File: config.mk
export PLATFORM = sky130hd
export DESIGN_NAME = am_ctrl
export DESIGN_NICKNAME = d
export VERILOG_FILES = /design/src/rtl/am_ctrl_pkg.sv /design/src/rtl/am_ctrl_arb.sv /design/src/rtl/am_ctrl.sv
export SDC_FILE = /design/constraint.sdc
export NUM_CORES = 1
export LEC_CHECK = 0
export CORE_ASPECT_RATIO = 1.1
export CORE_MARGIN = 1.5
export CORE_UTILIZATION = 40
export CTS_CLUSTER_DIAMETER = 80
export DETAILED_ROUTE_END_ITERATION = 6
export GPL_TIMING_DRIVEN = 1
export PLACE_DENSITY = 0.76
export SKIP_CTS_REPAIR_TIMING = 1
export SLEW_MARGIN = 10
export SYNTH_ARGS = -nofsm -noshare
export SYNTH_HDL_FRONTEND = slang
export SYNTH_HIERARCHICAL = 1
export SYNTH_SLANG_ARGS = --single-unit
export TNS_END_PERCENT = 20
File: constraint.sdc
create_clock -name clk -period 2.1 [get_ports clk]
set_clock_uncertainty 0.1 [all_clocks]
set_input_delay 0.21 -clock clk [delete_from_list [all_inputs] [get_ports clk]]
set_output_delay 0.21 -clock clk [all_outputs]
set_load 0.05 [all_outputs]
File: src/rtl/am_ctrl_pkg.sv
// Shared types and opcode constants for the ALU sequencing controller.
package am_ctrl_pkg;

  typedef enum logic [1:0] {
    IDLE = 2'd0,
    EXEC = 2'd1,
    RESP = 2'd2
  } state_t;

  localparam logic [3:0] OP_PRIO   = 4'd0;
  localparam logic [3:0] OP_AND    = 4'd1;
  localparam logic [3:0] OP_XOR    = 4'd2;
  localparam logic [3:0] OP_MUL    = 4'd3;
  localparam logic [3:0] OP_ASR    = 4'd4;
  localparam logic [3:0] OP_ASL    = 4'd5;
  localparam logic [3:0] OP_LSR    = 4'd6;
  localparam logic [3:0] OP_LSL    = 4'd7;
  localparam logic [3:0] OP_DEC2   = 4'd8;
  localparam logic [3:0] OP_DEC4   = 4'd9;
  localparam logic [3:0] OP_MAX    = 4'd10;
  localparam logic [3:0] OP_MIN    = 4'd11;
  localparam logic [3:0] OP_ADD    = 4'd12;
  localparam logic [3:0] OP_SUB    = 4'd13;
  localparam logic [3:0] OP_ABSSUB = 4'd14;
  localparam logic [3:0] OP_MULG   = 4'd15;

endpackage

File: src/rtl/am_ctrl_arb.sv
// Two-input round-robin arbiter: a lone requester wins, a contest goes
// to whichever requester was not granted last.
module rr_arb2 (
  input  logic valid0,
  input  logic valid1,
  input  logic last_grant,
  output logic grant0,
  output logic grant1
);

  assign grant0 = valid0 & (~valid1 | last_grant);
  assign grant1 = valid1 & (~valid0 | ~last_grant);

endmodule

File: src/rtl/am_ctrl.sv
// Shares one external ALU between two requesters: accept, execute for one
// cycle, then hold the captured result until the owner takes it.
module am_ctrl
  import am_ctrl_pkg::*;
#(
  parameter int unsigned CNT_W = 8
) (
  input  logic             clk,
  input  logic             rst_n,
  input  logic             req0_valid,
  input  logic             req1_valid,
  output logic             req0_ready,
  output logic             req1_ready,
  input  logic [3:0]       req0_a,
  input  logic [3:0]       req1_a,
  input  logic [3:0]       req0_b,
  input  logic [3:0]       req1_b,
  input  logic [3:0]       req0_sel,
  input  logic [3:0]       req1_sel,
  output logic             rsp0_valid,
  output logic             rsp1_valid,
  input  logic             rsp0_ready,
  input  logic             rsp1_ready,
  output logic [15:0]      rsp0_out,
  output logic [15:0]      rsp1_out,
  output logic             rsp0_ovf,
  output logic             rsp1_ovf,
  output logic [3:0]       alu_a,
  output logic [3:0]       alu_b,
  output logic [3:0]       alu_sel,
  input  logic [15:0]      alu_out,
  input  logic             alu_ovf,
  output logic [CNT_W-1:0] cnt0,
  output logic [CNT_W-1:0] cnt1,
  output logic             busy
);

  state_t state, state_nxt;
  logic   last_grant;
  logic   owner;
  logic   grant0, grant1;
  logic   accept, rsp_done;

  rr_arb2 u_arb (
    .valid0     (req0_valid),
    .valid1     (req1_valid),
    .last_grant (last_grant),
    .grant0     (grant0),
    .grant1     (grant1)
  );

  // Readies are gated by rst_n so they read 0 while reset is held.
  always_comb begin
    state_nxt  = state;
    req0_ready = 1'b0;
    req1_ready = 1'b0;
    rsp0_valid = 1'b0;
    rsp1_valid = 1'b0;
    accept     = 1'b0;
    rsp_done   = 1'b0;
    case (state)
      IDLE: begin
        req0_ready = grant0 & rst_n;
        req1_ready = grant1 & rst_n;
        accept     = grant0 | grant1;
        if (accept) state_nxt = EXEC;
      end
      EXEC: state_nxt = RESP;
      RESP: begin
        rsp0_valid = ~owner;
        rsp1_valid = owner;
        rsp_done   = owner ? rsp1_ready : rsp0_ready;
        if (rsp_done) state_nxt = IDLE;
      end
      default: state_nxt = IDLE;
    endcase
  end

  assign busy = (state != IDLE);

  always_ff @(posedge clk or negedge rst_n) begin
    if (!rst_n) begin
      state      <= IDLE;
      last_grant <= 1'b1;
      owner      <= 1'b0;
      alu_a      <= '0;
      alu_b      <= '0;
      alu_sel    <= '0;
      rsp0_out   <= '0;
      rsp1_out   <= '0;
      rsp0_ovf   <= 1'b0;
      rsp1_ovf   <= 1'b0;
      cnt0       <= '0;
      cnt1       <= '0;
    end else begin
      state <= state_nxt;
      if (accept) begin
        owner   <= grant1;
        alu_a   <= grant1 ? req1_a   : req0_a;
        alu_b   <= grant1 ? req1_b   : req0_b;
        alu_sel <= grant1 ? req1_sel : req0_sel;
      end
      if (state == EXEC) begin
        if (owner) begin
          rsp1_out <= alu_out;
          rsp1_ovf <= alu_ovf;
        end else begin
          rsp0_out <= alu_out;
          rsp0_ovf <= alu_ovf;
        end
      end
      if (rsp_done) begin
        last_grant <= owner;
        if (!owner && cnt0 != '1) cnt0 <= cnt0 + 1'b1;
        if (owner && cnt1 != '1)  cnt1 <= cnt1 + 1'b1;
      end
    end
  end

endmodule

# --- Word-level counts from Yosys, hierarchy flattened ---
# Cells that the tools add are included.
classes:
  n_mux: 13
  reduce_logical: 10
  eq_ne: 6
  n_addsub: 2
  n_bitwise: 11
op_table:
  columns: ["op", "count"]
  rows:
  - ["$add A8 B1 Y8 const B", 2]
  - ["$ne A8 B8 Y1 const B", 2]
  - ["$mux W4", 3]
  - ["$reduce_and A2 Y1", 5]
  - ["$mux W1", 7]
  - ["$pmux W2 S3", 1]
  - ["$and A1 B1 Y1", 4]
  - ["$mux W2", 2]
  - ["$ne A2 B2 Y1 const B", 2]
  - ["$not A1 Y1", 4]
  - ["$or A1 B1 Y1", 3]
  - ["$eq A2 B1 Y1 const B", 1]
  - ["$eq A2 B2 Y1 const B", 1]
  - ["$logic_and A1 B1 Y1", 2]
  - ["$logic_not A2 Y1", 1]
  - ["$reduce_bool A2 Y1", 1]
  - ["$logic_not A1 Y1", 1]
word_totals:
  elab_cells: 54
  ff_bits: 66
  inputBits: 47
  out_inout_bits: 67

# --- Logic depth before layout (Yosys ltp) ---
# Gate-level depths: netlist (run 1).
logic_depth:
  depth_word: 6
  mapped_depth: 6
  depth_no_buf: 5

# --- Modules after synthesis ---
# The synthesis (run 1) kept the hierarchy.
by_module_without_submodules:
  columns: ["mod", "cells_each", "n_inst", "area_each_um2", "seq_area_each_um2"]
  rows:
  - ["am_ctrl", 219, 1, 2826.5, 1652.8]
  - ["rr_arb2", 3, 1, 18.8, 0.0]

# --- Worst setup path after synthesis (run 1) ---
# No wires, ideal clock.
synth_timing:
  path_type: "register -> register"
  startpoint: "register cnt1[0]"
  endpoint: "register cnt1[1]"
  path_buffers: 0
  slack_ns: 0.100
  required_ns: 1.875
  path_stages_with_launch: 6
  synth_period_minus_slack_ns: 2.000
  arrival_time_ns: 1.775
  setup_ns: 0.125
  cell_sequence: "dfrtp_1 ha_1 and4_1 nand4_1 nand2_1 mux2_2"
synth_between:
  elab_chain_len: 3
  word_cells_on_any_way: 4
  classes_between: "add/sub (1); eq/ne (1); reduce/logical (2)"
synth_rtl:
  columns: ["element", "line", "source"]
  rows:
  - ["start, declared", "am_ctrl.sv:34", "output logic [CNT_W-1:0] cnt1,"]
  - ["start signal, assigned", "am_ctrl.sv:115", "if (owner && cnt1 != '1) cnt1 <= cnt1 + 1'b1;"]
  - ["parallel branches: the longest is 3 deep, another holds $add A8 B1 Y8", null, null]
# Parallel ways; which one is timed is not known.
# A chain may end at the register's enable or synchronous reset.

# --- Worst setup path in the final report (run 1) ---
layout_timing:
  startpoint: "register cnt0[3]"
  endpoint: "output port cnt0[3]"
layout_rtl:
  columns: ["element", "line", "source"]
  rows:
  - ["start, declared", "am_ctrl.sv:33", "output logic [CNT_W-1:0] cnt0,"]
  - ["start signal, assigned", "am_ctrl.sv:114", "if (!owner && cnt0 != '1) cnt0 <= cnt0 + 1'b1;"]
# No word-level cell between the ends.

==> metrics.md, run 1 <==
| Metric | Value |
|---|---|
| Fin crit period | 1.929 ns |
| Crit path buf inv count | 1 |
| Status | finished clean |
| Nets@finish | just under 400 |
| First-pass GRT wire length | 10.36 mm |
| RSZ-0062 raised after global routing | false |
| Row count | 32 |
| Vias per cell | 4.945 |
| Worst hold path class | in2async |
| VDD IR max | 0.9267 mV |
| Gpl congestion | 0.7964 |
| # DRC | 0 |
| Max Freq | 0.5184 GHz |
| Final hold violations | 0 |
| CTS HTree Levels | 3 |
| Cell variety after synth | 36 |
| Final max-slew violation count | 0 |
| Tot GR Track Use | 0.1729 |
| Fillcell total | about 580 |
| CP Capture Type | primary output |
| Relative slew slack | 0.5188 |
| Area of the multi-input gates | 0.001135 mm2 |
| Detailed placement HPWL | ~4.7 mm |
| Clock transition at the registers of the reported paths | 0.06 ns |
| Core box area | around 0.0070 mm2 |
| Via count | 2151 |
| Starting density of the core | 0.4084 |
| Worst-Skew Late Latency | about 0.33 ns |
| Syn-to-layout area delta | 51.36% |
| Max incr delay on CP | 0.84 ns |
| CP max-delay cell | clkdlybuf4s50_1 |
| Clock Tree Buf Depth | 2 |
| Io pins | between 100 and 150 |
| Initial drt markers | 85 |
| DR pass1 iterations | 4 |
| CP startpoint kind | flip-flop |
| Antenna Cells | 0 |
| Port buffer count | around 110 |
| Clk pwr share | 0.137 |
| Grt total ovfl | 0 |
| Pwr/cell area | 1810 mW/mm2 |
| Initial antenna violation count | 0 |
| Die footprint | 0.007629 mm2 |
| CP arrival | 1.62 ns |
| CP required | 1.79 ns |
| CTS tree | yes |
| CP Class | reg2out |
| Comb power frac | 0.574 |
| Endpoints failing setup | 0 |
| Total CTS buffers | 9 |
| Post-synthesis register bit count | 66 |
| Leakage | roughly 0.0019 uW |
| Tcrit/Tclk final | 0.9185 |
| Final ANT Viol Nets | 0 |
| Internal power | 4109 uW |
| Seq/Total Area, Yosys | 0.5809 |
| MaxCap Viol Count | 0 |
| Syn_nets | between 200 and 300 |
| Register share of total power | 0.289 |
| Synth Cell Area | about 0.0028 mm2 |
| Drt wl/cell | roughly 15 um |
| Number of global-route vias before repair | about 2200 |
| Share of cells above drive strength 1 | 0.2000 |
| Storage cell area | approximately 0.0017 mm2 |
| Yosys warning count | 6 |
| Switch Pwr | ~3700 uW |
| Setup TNS | 0 ns |
| Total Wirelength | 6.432 mm |
| CTS Root Cell | clkbuf_8 |
| Switching Fraction | 0.4727 |
| # clock sinks | 66 |
| Die height | 91.46 um |
| Slew at the pin closest to its max-slew limit | 0.7219 ns |
| Largest net degree at the start of global routing | 59 |
| Chip width | about 83 um |
| CP top delay family | buffers and inverters |
| Crit-path max FO | 7 |
| Avg Cell Area, Syn | 12.82 um2 |
| Tightest hold margin | 0.2145 ns |
| Worst path cell trace | clkdlybuf4s50_1 |
| Synth Instances | between 200 and 250 |
-- metal layers --
metal	global-route usage	wire length, um	vias to the layer above
li1	-	-	1023
met1	0.1980	2507	1034
met2	0.2907	3308	78
met3	0.05364	439	16
met4	0.09016	176	0
met5	0	0	-
-- power by group through the flow --
stage / combinational, uW / sequential, uW / clock (uW)
after global placement: 4440 / 2250 / 0
after detailed placement: 4510 / 2270 / 0
after CTS: 4520 / 2260 / 1100
final: 4470 / 2260 / 1070
after floorplan: 1160 / 4080 / 0
after global routing: 4680 / 2350 / 1150
-- Yosys cell counts --
library cell  count  area [um2]
dfstp_2           1       26.28
and4_1            2       17.52
nand3_1           9       45.04
xnor2_1           5       43.79
mux2_1            1       11.26
and4bb_2          1       12.51
buf_2             4       20.02
and3_1            5       31.28
inv_1             4       15.01
nor2_1           18       67.56
a31oi_1           1       6.260
buf_6             1       11.26
nor2_4            1       11.26
buf_4             2       15.01
dfrtp_1          65        1627
nand3b_2          1       11.26
and2_1            2       12.51
nand4_1           4       25.02
nand3_2           1       10.01
and4b_1           1       10.01
nor3_2            1       10.01
a21boi_0          1       7.510
xor2_1            3       26.28
ha_1              2       25.02
nand2b_1          3       18.77
nor2b_1           2       12.51
o21a_2            1       8.760
a21boi_1          1       7.510
o21a_4            1       15.01
mux2_2           36       405.4
nor3_1            1       5.000
a21oi_1          16       80.08
mux2i_1          14       140.1
o21a_1            2       15.01
nand2_1           8       30.03
a22o_1            1       8.760
-- through the flow --
step                      total power [uW]  cell area [um2]  setup WS (ns)  cells  utilization
final                                 7793             4307         0.1711    435       0.6182
after global routing                  8174             4307         0.1147    435       0.6182
after CTS                             7876             4297         0.1520    434       0.6167
after detailed placement              6781             4098         0.2429    418       0.5882
after global placement                6698             4098         0.2837    418       0.5882
after floorplan                       5238             2845         0.1004    222            -
-- state kept, by name, indices dropped and copies added, names as in the netlist, 2 cells and up --
signal	count
cnt1	8
alu_sel	4
rsp1_out	16
state	2
alu_a	4
alu_b	4
cnt0	8
rsp0_out	16
-- area by class of cell --
type,count,area share
Tap cell,85,0.02469
Inverter,4,0.003486
Clock buffer,13,0.03690
Timing Repair Buffer,119,0.2783
Sequential cell,66,0.3838
Multi-Input combinational cell,145,0.2635
Clock inverter,3,0.009297
-- cells by family (layout without fill, tap and decap cells) --
group,count (synthesis),count (layout),synth area share
flops,66,66,0.5809
simple gates,60,60,0.1161
mux,51,51,0.1957
compound gates,24,24,0.05233
buf+inv,11,139,0.02154
xor+xnor,8,8,0.02463
fa+ha+maj,2,2,0.008794
-- final timing paths --
check	from	endpoint	slack, ns	depth (start not counted)
worst min-delay path	rst_n	alu_b[1]$_DFFE_PN0P_	0.21	2
min in group clk	rsp1_ready	last_grant$_DFFE_PN1P_	0.40	3
worst max-delay path	cnt0[3]$_DFFE_PN0P_	cnt0[3]	0.17	1
max in group asynchronous	rst_n	alu_sel[3]$_DFFE_PN0P_	0.70	3
worst min register to register	rsp1_out[5]$_DFFE_PN0P_	rsp1_out[5]$_DFFE_PN0P_	0.40	1
worst max register to register	cnt1[0]$_DFFE_PN0P_	cnt1[1]$_DFFE_PN0P_	0.33	5
-- cell usage in the layout, fill, tap and decap left out, types with 2 or more instances in the layout --
cell / netlist / final
clkdlybuf4s50_1: 0 / 107
dfrtp_1: 65 / 65
mux2_2: 36 / 36
nor2_1: 18 / 18
a21oi_1: 16 / 16
mux2i_1: 14 / 14
clkbuf_8: 0 / 11
nand3_1: 9 / 9
nand2_1: 8 / 8
buf_4: 2 / 7
and3_1: 5 / 5
xnor2_1: 5 / 5
inv_1: 4 / 4
nand4_1: 4 / 4
nand2b_1: 3 / 3
xor2_1: 3 / 3
buf_12: 0 / 3
nor2b_1: 2 / 2
and2_1: 2 / 2
and4_1: 2 / 2
o21a_1: 2 / 2
ha_1: 2 / 2
clkinv_2: 0 / 2
clkbuf_1: 0 / 2
Note: power is estimated with default switching activity, not from simulation.
==> run 2, diff against run 1 <==
--- a/config.mk
+++ b/config.mk
@@ -5,6 +5,7 @@
 export SDC_FILE = /design/constraint.sdc
 export NUM_CORES = 1
 export LEC_CHECK = 0
+export CAP_MARGIN = 40
 export CORE_ASPECT_RATIO = 1.1
 export CORE_MARGIN = 1.5
 export CORE_UTILIZATION = 40
==> results of run 2 <==
Final layout, timing and power as in run 1 (identical DEF).
